$ cat src/rtl/pll_sup_pkg.sv
// Shared definitions for the PLL supervisor: state encoding and counter sizing.
package pll_sup_pkg;

    localparam int STATE_W = 3;

    localparam logic [STATE_W-1:0] PLL_RST   = 3'd0;
    localparam logic [STATE_W-1:0] WAIT_LOCK = 3'd1;
    localparam logic [STATE_W-1:0] STABLE    = 3'd2;
    localparam logic [STATE_W-1:0] RELEASE   = 3'd3;
    localparam logic [STATE_W-1:0] RUN       = 3'd4;

    // Width of a counter that must reach the largest of the given terminal counts.
    function automatic int cnt_width(input int a, input int b, input int c, input int d);
        int m;
        m = a;
        if (b > m) m = b;
        if (c > m) m = c;
        if (d > m) m = d;
        return (m < 1) ? 1 : $clog2(m + 1);
    endfunction

endpackage

$ cat src/rtl/sync_2ff.sv
// Two-flop synchroniser for a single asynchronous input; clears to 0 on reset.
module sync_2ff (
    input  logic clk,
    input  logic rst,
    input  logic d_in,
    output logic q_out
);

    logic meta_q, meta_d;
    logic sync_q, sync_d;

    always_comb begin
        meta_d = d_in;
        sync_d = meta_q;
    end

    always_ff @(posedge clk or posedge rst) begin
        if (rst) begin
            meta_q <= 1'b0;
            sync_q <= 1'b0;
        end else begin
            meta_q <= meta_d;
            sync_q <= sync_d;
        end
    end

    assign q_out = sync_q;

endmodule

$ cat src/rtl/pll_supervisor.sv
// PLL lock supervisor and staged reset sequencer on the free-running reference clock.
// Drives PLL RESETB, waits for a stable lock, then releases domain resets in order.
module pll_supervisor
    import pll_sup_pkg::*;
#(
    parameter int NUM_DOMAINS    = 3,
    parameter int PLL_RST_CYCLES = 24,
    parameter int LOCK_TIMEOUT   = 12000,
    parameter int STABLE_CYCLES  = 1200,
    parameter int STAGE_GAP      = 16,
    parameter int CNT_W          = 8
) (
    input  logic                   REFERENCECLK,
    input  logic                   RESET,
    input  logic                   LOCK,
    input  logic                   FORCE_RELOCK,
    input  logic                   CLEAR_COUNT,
    output logic                   PLL_RESETB,
    output logic [NUM_DOMAINS-1:0] DOMAIN_RESET,
    output logic                   READY,
    output logic [CNT_W-1:0]       LOSS_COUNT
);

    localparam int CW = cnt_width(PLL_RST_CYCLES, LOCK_TIMEOUT, STABLE_CYCLES,
                                  (NUM_DOMAINS - 1) * STAGE_GAP);

    localparam logic [CW-1:0] RST_LAST = CW'(PLL_RST_CYCLES - 1);
    localparam logic [CW-1:0] TO_LAST  = CW'(LOCK_TIMEOUT - 1);
    localparam logic [CW-1:0] STB_LAST = CW'(STABLE_CYCLES - 1);
    localparam logic [CW-1:0] REL_LAST = CW'((NUM_DOMAINS - 1) * STAGE_GAP);

    logic                   lock_s;
    logic [STATE_W-1:0]     state_q, state_d;
    logic [CW-1:0]          cnt_q, cnt_d;
    logic                   loss_evt;
    logic                   pll_resetb_q, pll_resetb_d;
    logic [NUM_DOMAINS-1:0] dom_rst_q, dom_rst_d;
    logic                   ready_q, ready_d;
    logic [CNT_W-1:0]       loss_cnt_q, loss_cnt_d;

    sync_2ff u_lock_sync (
        .clk   (REFERENCECLK),
        .rst   (RESET),
        .d_in  (LOCK),
        .q_out (lock_s)
    );

    always_ff @(posedge REFERENCECLK or posedge RESET) begin
        if (RESET) begin
            state_q      <= PLL_RST;
            cnt_q        <= '0;
            pll_resetb_q <= 1'b0;
            dom_rst_q    <= '1;
            ready_q      <= 1'b0;
            loss_cnt_q   <= '0;
        end else begin
            state_q      <= state_d;
            cnt_q        <= cnt_d;
            pll_resetb_q <= pll_resetb_d;
            dom_rst_q    <= dom_rst_d;
            ready_q      <= ready_d;
            loss_cnt_q   <= loss_cnt_d;
        end
    end

    // FORCE_RELOCK wins over every other exit, but a coincident loss is still counted.
    always_comb begin
        state_d  = state_q;
        loss_evt = 1'b0;
        case (state_q)
            PLL_RST: begin
                if (cnt_q == RST_LAST) state_d = WAIT_LOCK;
            end
            WAIT_LOCK: begin
                if (FORCE_RELOCK)           state_d = PLL_RST;
                else if (lock_s)            state_d = STABLE;
                else if (cnt_q == TO_LAST)  state_d = PLL_RST;
            end
            STABLE: begin
                if (FORCE_RELOCK)           state_d = PLL_RST;
                else if (!lock_s)           state_d = WAIT_LOCK;
                else if (cnt_q == STB_LAST) state_d = RELEASE;
            end
            RELEASE, RUN: begin
                loss_evt = !lock_s;
                if (FORCE_RELOCK)           state_d = PLL_RST;
                else if (!lock_s)           state_d = WAIT_LOCK;
                else if (state_q == RELEASE && cnt_q == REL_LAST) state_d = RUN;
            end
            default: state_d = PLL_RST;
        endcase

        if (state_d != state_q)  cnt_d = '0;
        else if (state_q == RUN) cnt_d = cnt_q;
        else                     cnt_d = cnt_q + CW'(1);
    end

    // Outputs are decoded from the next state so they line up with the registered state.
    always_comb begin
        pll_resetb_d = (state_d != PLL_RST);
        ready_d      = (state_d == RUN);
        dom_rst_d    = '1;
        if (state_d == RUN) begin
            dom_rst_d = '0;
        end else if (state_d == RELEASE) begin
            for (int i = 0; i < NUM_DOMAINS; i++) begin
                dom_rst_d[i] = (cnt_d < CW'(i * STAGE_GAP));
            end
        end

        if (CLEAR_COUNT)                        loss_cnt_d = loss_evt ? CNT_W'(1) : '0;
        else if (loss_evt && loss_cnt_q != '1)  loss_cnt_d = loss_cnt_q + CNT_W'(1);
        else                                    loss_cnt_d = loss_cnt_q;
    end

    assign PLL_RESETB   = pll_resetb_q;
    assign DOMAIN_RESET = dom_rst_q;
    assign READY        = ready_q;
    assign LOSS_COUNT   = loss_cnt_q;

endmodule

$ cat config.mk
export PLATFORM = sky130hd
export DESIGN_NAME = pll_supervisor
export DESIGN_NICKNAME = d
export VERILOG_FILES = /design/src/rtl/pll_sup_pkg.sv /design/src/rtl/sync_2ff.sv /design/src/rtl/pll_supervisor.sv
export SDC_FILE = /design/constraint.sdc
export NUM_CORES = 1
export LEC_CHECK = 0
export BUFFER_PORTS_ARGS = -buffer_cell sky130_fd_sc_hd__buf_2
export CELL_PAD_IN_SITES_DETAIL_PLACEMENT = 1
export CELL_PAD_IN_SITES_GLOBAL_PLACEMENT = 1
export CORE_MARGIN = 2
export CORE_UTILIZATION = 41
export DETAILED_ROUTE_END_ITERATION = 12
export PLACE_DENSITY = 0.87
export SLEW_MARGIN = 0
export SYNTH_ARGS = -nofsm -noshare
export SYNTH_HDL_FRONTEND = slang
export SYNTH_HIERARCHICAL = 1
export SYNTH_SLANG_ARGS = --single-unit
$ cat constraint.sdc
create_clock -name REFERENCECLK -period 2.6 [get_ports REFERENCECLK]
set_clock_uncertainty 0.15 [all_clocks]
set_input_delay 0.39 -clock REFERENCECLK [delete_from_list [all_inputs] [get_ports REFERENCECLK]]
set_output_delay 0.39 -clock REFERENCECLK [all_outputs]
set_load 0.01 [all_outputs]
Word-level counts from Yosys, hierarchy flattened
Cells that the tools add are included.
Cells by class
  add/sub/neg operators: 2
  magnitude comparators: 3
  equal/unequal tests: 12
  mux-type cells: 19
  reduce and logical (&&, ||, !) cells: 7
Operators by type and width (number)
  2-to-1 mux 3 bit: 12
  2-to-1 mux 14 bit: 2
  2-to-1 mux 8 bit: 2
  adder 14 x 1 -> 14 bit, second input constant: 1
  == test 14 x 11 -> 1 bit, second input constant: 1
  == test 14 bit, second input constant: 1
  == test 14 x 5 -> 1 bit, second input constant: 1
  == test 14 x 6 -> 1 bit, second input constant: 1
  < comparator 14 x 1 -> 1 bit, second input constant: 1
  < comparator 14 x 5 -> 1 bit, second input constant: 1
  < comparator 14 x 6 -> 1 bit, second input constant: 1
  one-hot mux 3 bit (4 select lines): 1
  == test 3 x 2 -> 1 bit, second input constant: 3
  adder 8 x 1 -> 8 bit, second input constant: 1
  inequality test 8 bit, second input constant: 1
  == test 3 bit, second input constant: 2
  == test 3 x 1 -> 1 bit, second input constant: 1
  zero test 3 bit: 1
  inequality test 3 bit: 1
  nonzero test 3 bit: 1
  logical AND 1 bit: 2
  2-to-1 mux 1 bit: 2
  nonzero test 2 bit: 1
  OR reduction 2 bit: 1
  zero test 1 bit: 1
Storage, ports and cells
  bits in registers: 32
  input bits: 5

Depth between registers and ports, before layout
  depth after elaboration: 11
  mapped depth: 9
  mapped depth without buffers: 8

Hierarchy
Netlist, hierarchy kept.
Modules (own cells, without submodules)
  pll_supervisor: times used 1, cells an instance 228, area each 1998.2 µm²
  sync_2ff: times used 1, cells an instance 3, area each 53.8 µm²

Worst setup path after synthesis
No wires, ideal clock.
  kind: register to register
  start point: register cnt_q[4]
  end point: register cnt_q[10]
  setup time: 123 ps
  arrival time: 2196 ps
  required time: 2327 ps
  path slack: 131 ps
  stages on the path, launching flop included: 9
  buffers on the path: 3
  period minus slack after synthesis: 2469 ps
  path through: dfrtp_1 -> buf_6 -> or4b_4 -> or4_1 -> o211a_1 -> o21a_1 -> buf_6 -> buf_6 -> mux2i_1
On the way
  longest elaborated chain between the ends: 8
RTL lines
  start: declaration: RTL line pll_supervisor.sv:34  | logic [CW-1:0] cnt_q, cnt_d;
  start signal: assignment: RTL line pll_supervisor.sv:58  | cnt_q <= cnt_d;
  == test 14 x 6 -> 1 bit: RTL line pll_supervisor.sv:88  | else if (state_q == RELEASE && cnt_q == REL_LAST) state_d = RUN;
  logical AND 1 bit: RTL line pll_supervisor.sv:88
  2-to-1 mux 3 bit: RTL line pll_supervisor.sv:88
  2-to-1 mux 3 bit: RTL line pll_supervisor.sv:87  | else if (!lock_s) state_d = WAIT_LOCK;
  2-to-1 mux 3 bit: RTL line pll_supervisor.sv:86  | if (FORCE_RELOCK) state_d = PLL_RST;
  one-hot mux 3 bit (4 select lines): RTL line pll_supervisor.sv:70  | case (state_q)
  inequality test 3 bit: RTL line pll_supervisor.sv:93  | if (state_d != state_q) cnt_d = '0;
  2-to-1 mux 14 bit *: RTL line pll_supervisor.sv:93
  via cnt_d[10]: RTL line pll_supervisor.sv:34
The timed path passes the listed nets; every way through them passes the cells marked *.
A chain may end at the register's enable or synchronous reset.

Worst setup path after layout
  start point: register cnt_q[9]
  end point: register pll_resetb_q, in the netlist PLL_RESETB
On the way
  longest elaborated chain between the ends: 7
RTL lines
  == test 14 x 6 -> 1 bit: RTL line pll_supervisor.sv:88
  logical AND 1 bit: RTL line pll_supervisor.sv:88
  2-to-1 mux 3 bit: RTL line pll_supervisor.sv:88
  2-to-1 mux 3 bit: RTL line pll_supervisor.sv:87
  2-to-1 mux 3 bit: RTL line pll_supervisor.sv:86
  one-hot mux 3 bit (4 select lines) *: RTL line pll_supervisor.sv:70
  via state_d[0]: RTL line pll_supervisor.sv:33  | logic [STATE_W-1:0] state_q, state_d;
  nonzero test 3 bit *: RTL line pll_supervisor.sv:100  | pll_resetb_d = (state_d != PLL_RST);
  via pll_resetb_d: RTL line pll_supervisor.sv:36  | logic pll_resetb_q, pll_resetb_d;
  end signal: assignment: RTL line pll_supervisor.sv:59  | pll_resetb_q <= pll_resetb_d;
  end: declaration: RTL line pll_supervisor.sv:36
Marked as above.

==> out/results.ini <==
[critical_path]
ff2ff_path_depth=6
start_kind=flip-flop
critical_path_class=flip-flop to flip-flop
cp.required_ns=2.60
startpoint=cnt_q[9]
critPathCaptureType=flip-flop
crit_arrival_ns=2.49
critical_path.max_fanout=5
r2r-start=cnt_q[9]
crit_end=PLL_RESETB
ff2ff_setup_slack_ns=0.11
r2r_end=PLL_RESETB

[yosys]
synth_area_um2=2050
netlist_top_cells_count=dfrtp_1, nand2_1, nand3_1
yosysUniqueCellTypes=47
muxShareOfSynthArea=0.0390
synthArstFlopShare=1.00
yosys.area_share.simple=0.285
syn_area_per_cell_um2=8.88
synth_warnings=6
synth_fa_ha_area_frac=0.0232
yosys.area.top_type_share=0.354
synth_ff_type=dfrtp_1
synth_area_leaders=dfrtp_1, xnor2_1, nand3_1
synthesis.nets=239
synth.most_common_cell=dfrtp_1
syn_inst=231
synth_edf_count=0
synth_compound_area_frac=0.119
synthXorXnorAreaFrac=0.0768
synth_seq_cells=32
synth_top_family_by_area=simple AND/OR/NAND/NOR gates
synth_seq_area_share=0.392
synth_area_leader_cell=dfrtp_1

[floorplan]
placementRows=25
die_w_um=74.7
die_y_um=74.7
start_util=0.429
core_area_um2=4790
pin_count=18
dieArea_um2=5590

[drt]
finalWirelength_mm=5.81
wl_per_cell_um=17.9
detail-route-antenna-nets=0
vias=1919
drc_errors=0
drtIter0Drc=57
drt_first_pass_iters=4
viasPerCell=5.92

[power_and_ir_drop]
p_sw_frac=0.377
combPwrFrac=0.361
p_leak_uw=0.00102
powerDensity_nw_per_um2=693
p_int_uw=1020
clock_power_share=0.245
sequentialPowerShare=0.393
p_sw_uw=618
ir_worst_vdd_mv=0.387

[timing]
fin_setup_tns_ns=0
relSlewSlack=0.593
rsz0062_at_grt=no
clock.fmax_mhz=401
period_needed_ns=2.49
setup_ws_ns=0.108
setup_viol=0
period_share=0.958
drv_slew=0
hold_viol_final=0
tightest_slew_ns=0.609

[global_route]
grt_pass1_wl_mm=9.99
grt_pass1_vias=2070
grt_max_degree=17
grt_overflow=0
antenna_found_initial=0
gr-usage-all-layers=0.235

[outcome]
status=completed

[place]
hpwl_mm=4.13
gp_congestion=0.942
place_ws_ns=0.0884
io_buffer_count=17

[clock_network]
numClockSinks=32
post_cts_buffers=0
numCtsBuffers=5
tritoncts=done
clkTransAtPathRegs_ns=0.07
clockRootBuffer=clkbuf_8
insertion_delay_ns=0.28
htree_levels=2
clockBufferDepth=2

[final_layout]
diodes=0
area_growth_pct=15.4
drive_above_1_share=0.214
layout.nets=264

[run]
maxCapViolCount=0

[hold_path]
hp-class=input pin to flip-flop

-- power groups by stage --
| stage | combinational (µW) | clock (µW) | sequential, µW |
|---|---|---|---|
| after floorplan | 460 | 0 | 603 |
| after global placement | 548 | 0 | 648 |
| after detailed placement | 578 | 0 | 649 |
| after CTS | 587 | 410 | 644 |
| after global routing | 655 | 436 | 656 |
| final | 593 | 402 | 646 |
-- logic make-up (layout without fill, tap and decap cells) --
group	count (synthesis)	after routing
simple gates	105	105
mux	8	8
flops	32	32
compound gates	37	37
xor+xnor	18	18
buf+inv	27	53
fa+ha+maj	4	4
-- placed cells by master, fill, tap and decap left out, types with 8 or more instances in the layout --
cell     instances
buf_2           17
mux2i_1          8
nand2_1         24
nand3_1         18
nor2_1          13
inv_1            9
buf_4           18
nor4_1           8
xnor2_1         12
dfrtp_1         28
-- cell type report --
cell class / count / area [µm²]
clock buffer: 7 / 86.3
clock inverter: 1 / 7.51
fill: 564 / 2420
inverter: 9 / 33.8
multi-input combinational: 172 / 1120
sequential: 32 / 806
tap: 67 / 83.8
timing repair buffer: 36 / 230
-- repair_timing --
action                                  in CTS  in global routing
hold endpoints to repair                     2                  0
resized for setup                            0                  2
hold buffers                                 1                  0
endpoints found under the setup margin       0                  1
-- sequential cells by signal, summed over array words and instances, names as in the netlist --
signal              flops
u_lock_sync/q_out       1
cnt_q                  14
READY                   1
LOSS_COUNT              8
PLL_RESETB              1
DOMAIN_RESET            3
u_lock_sync/meta_q      1
state_q                 3
-- worst max-delay path, cell delays in order, from the launching register on --
cell and delay [ns]:
dfrtp_1 0.42, or4_4 0.58, nor4_4 0.42, o211a_1 0.19, o21a_1 0.14, inv_1 0.08
or3_1 0.39
-- how the worst min path moves through the flow --
stage                      from  cells after the start            endpoint
final                      LOCK                      1  u_lock_sync/meta_q
after global routing       LOCK                      1  u_lock_sync/meta_q
after CTS                  LOCK                      1  u_lock_sync/meta_q
after detailed placement  RESET                      2   u_lock_sync/q_out
after global placement    RESET                      2  u_lock_sync/meta_q
after floorplan           RESET                      1  u_lock_sync/meta_q
-- through the flow --
step,cells,instance area [µm²],power (µW),util,hold WS (ns)
CTS,324,2360,1640,0.493,0.0615
global placement,315,2260,1200,0.472,0.0961
detailed placement,315,2260,1230,0.472,0.105
floorplan,231,2050,1060,-,-0.0188
finish,324,2370,1640,0.495,0.0708
global route,324,2370,1750,0.495,0.0496
-- per-layer routing --
layer	wire, µm	vias to the layer above	track usage	part of all wire
li1	-	882	-	-
met1	2500	979	0.284	0.43
met2	2900	43	0.406	0.50
met3	235	15	0.0509	0.040
met4	169	0	0.0992	0.029
met5	0	-	0	0
No activity file was read; power rests on OpenSTA's default activity.
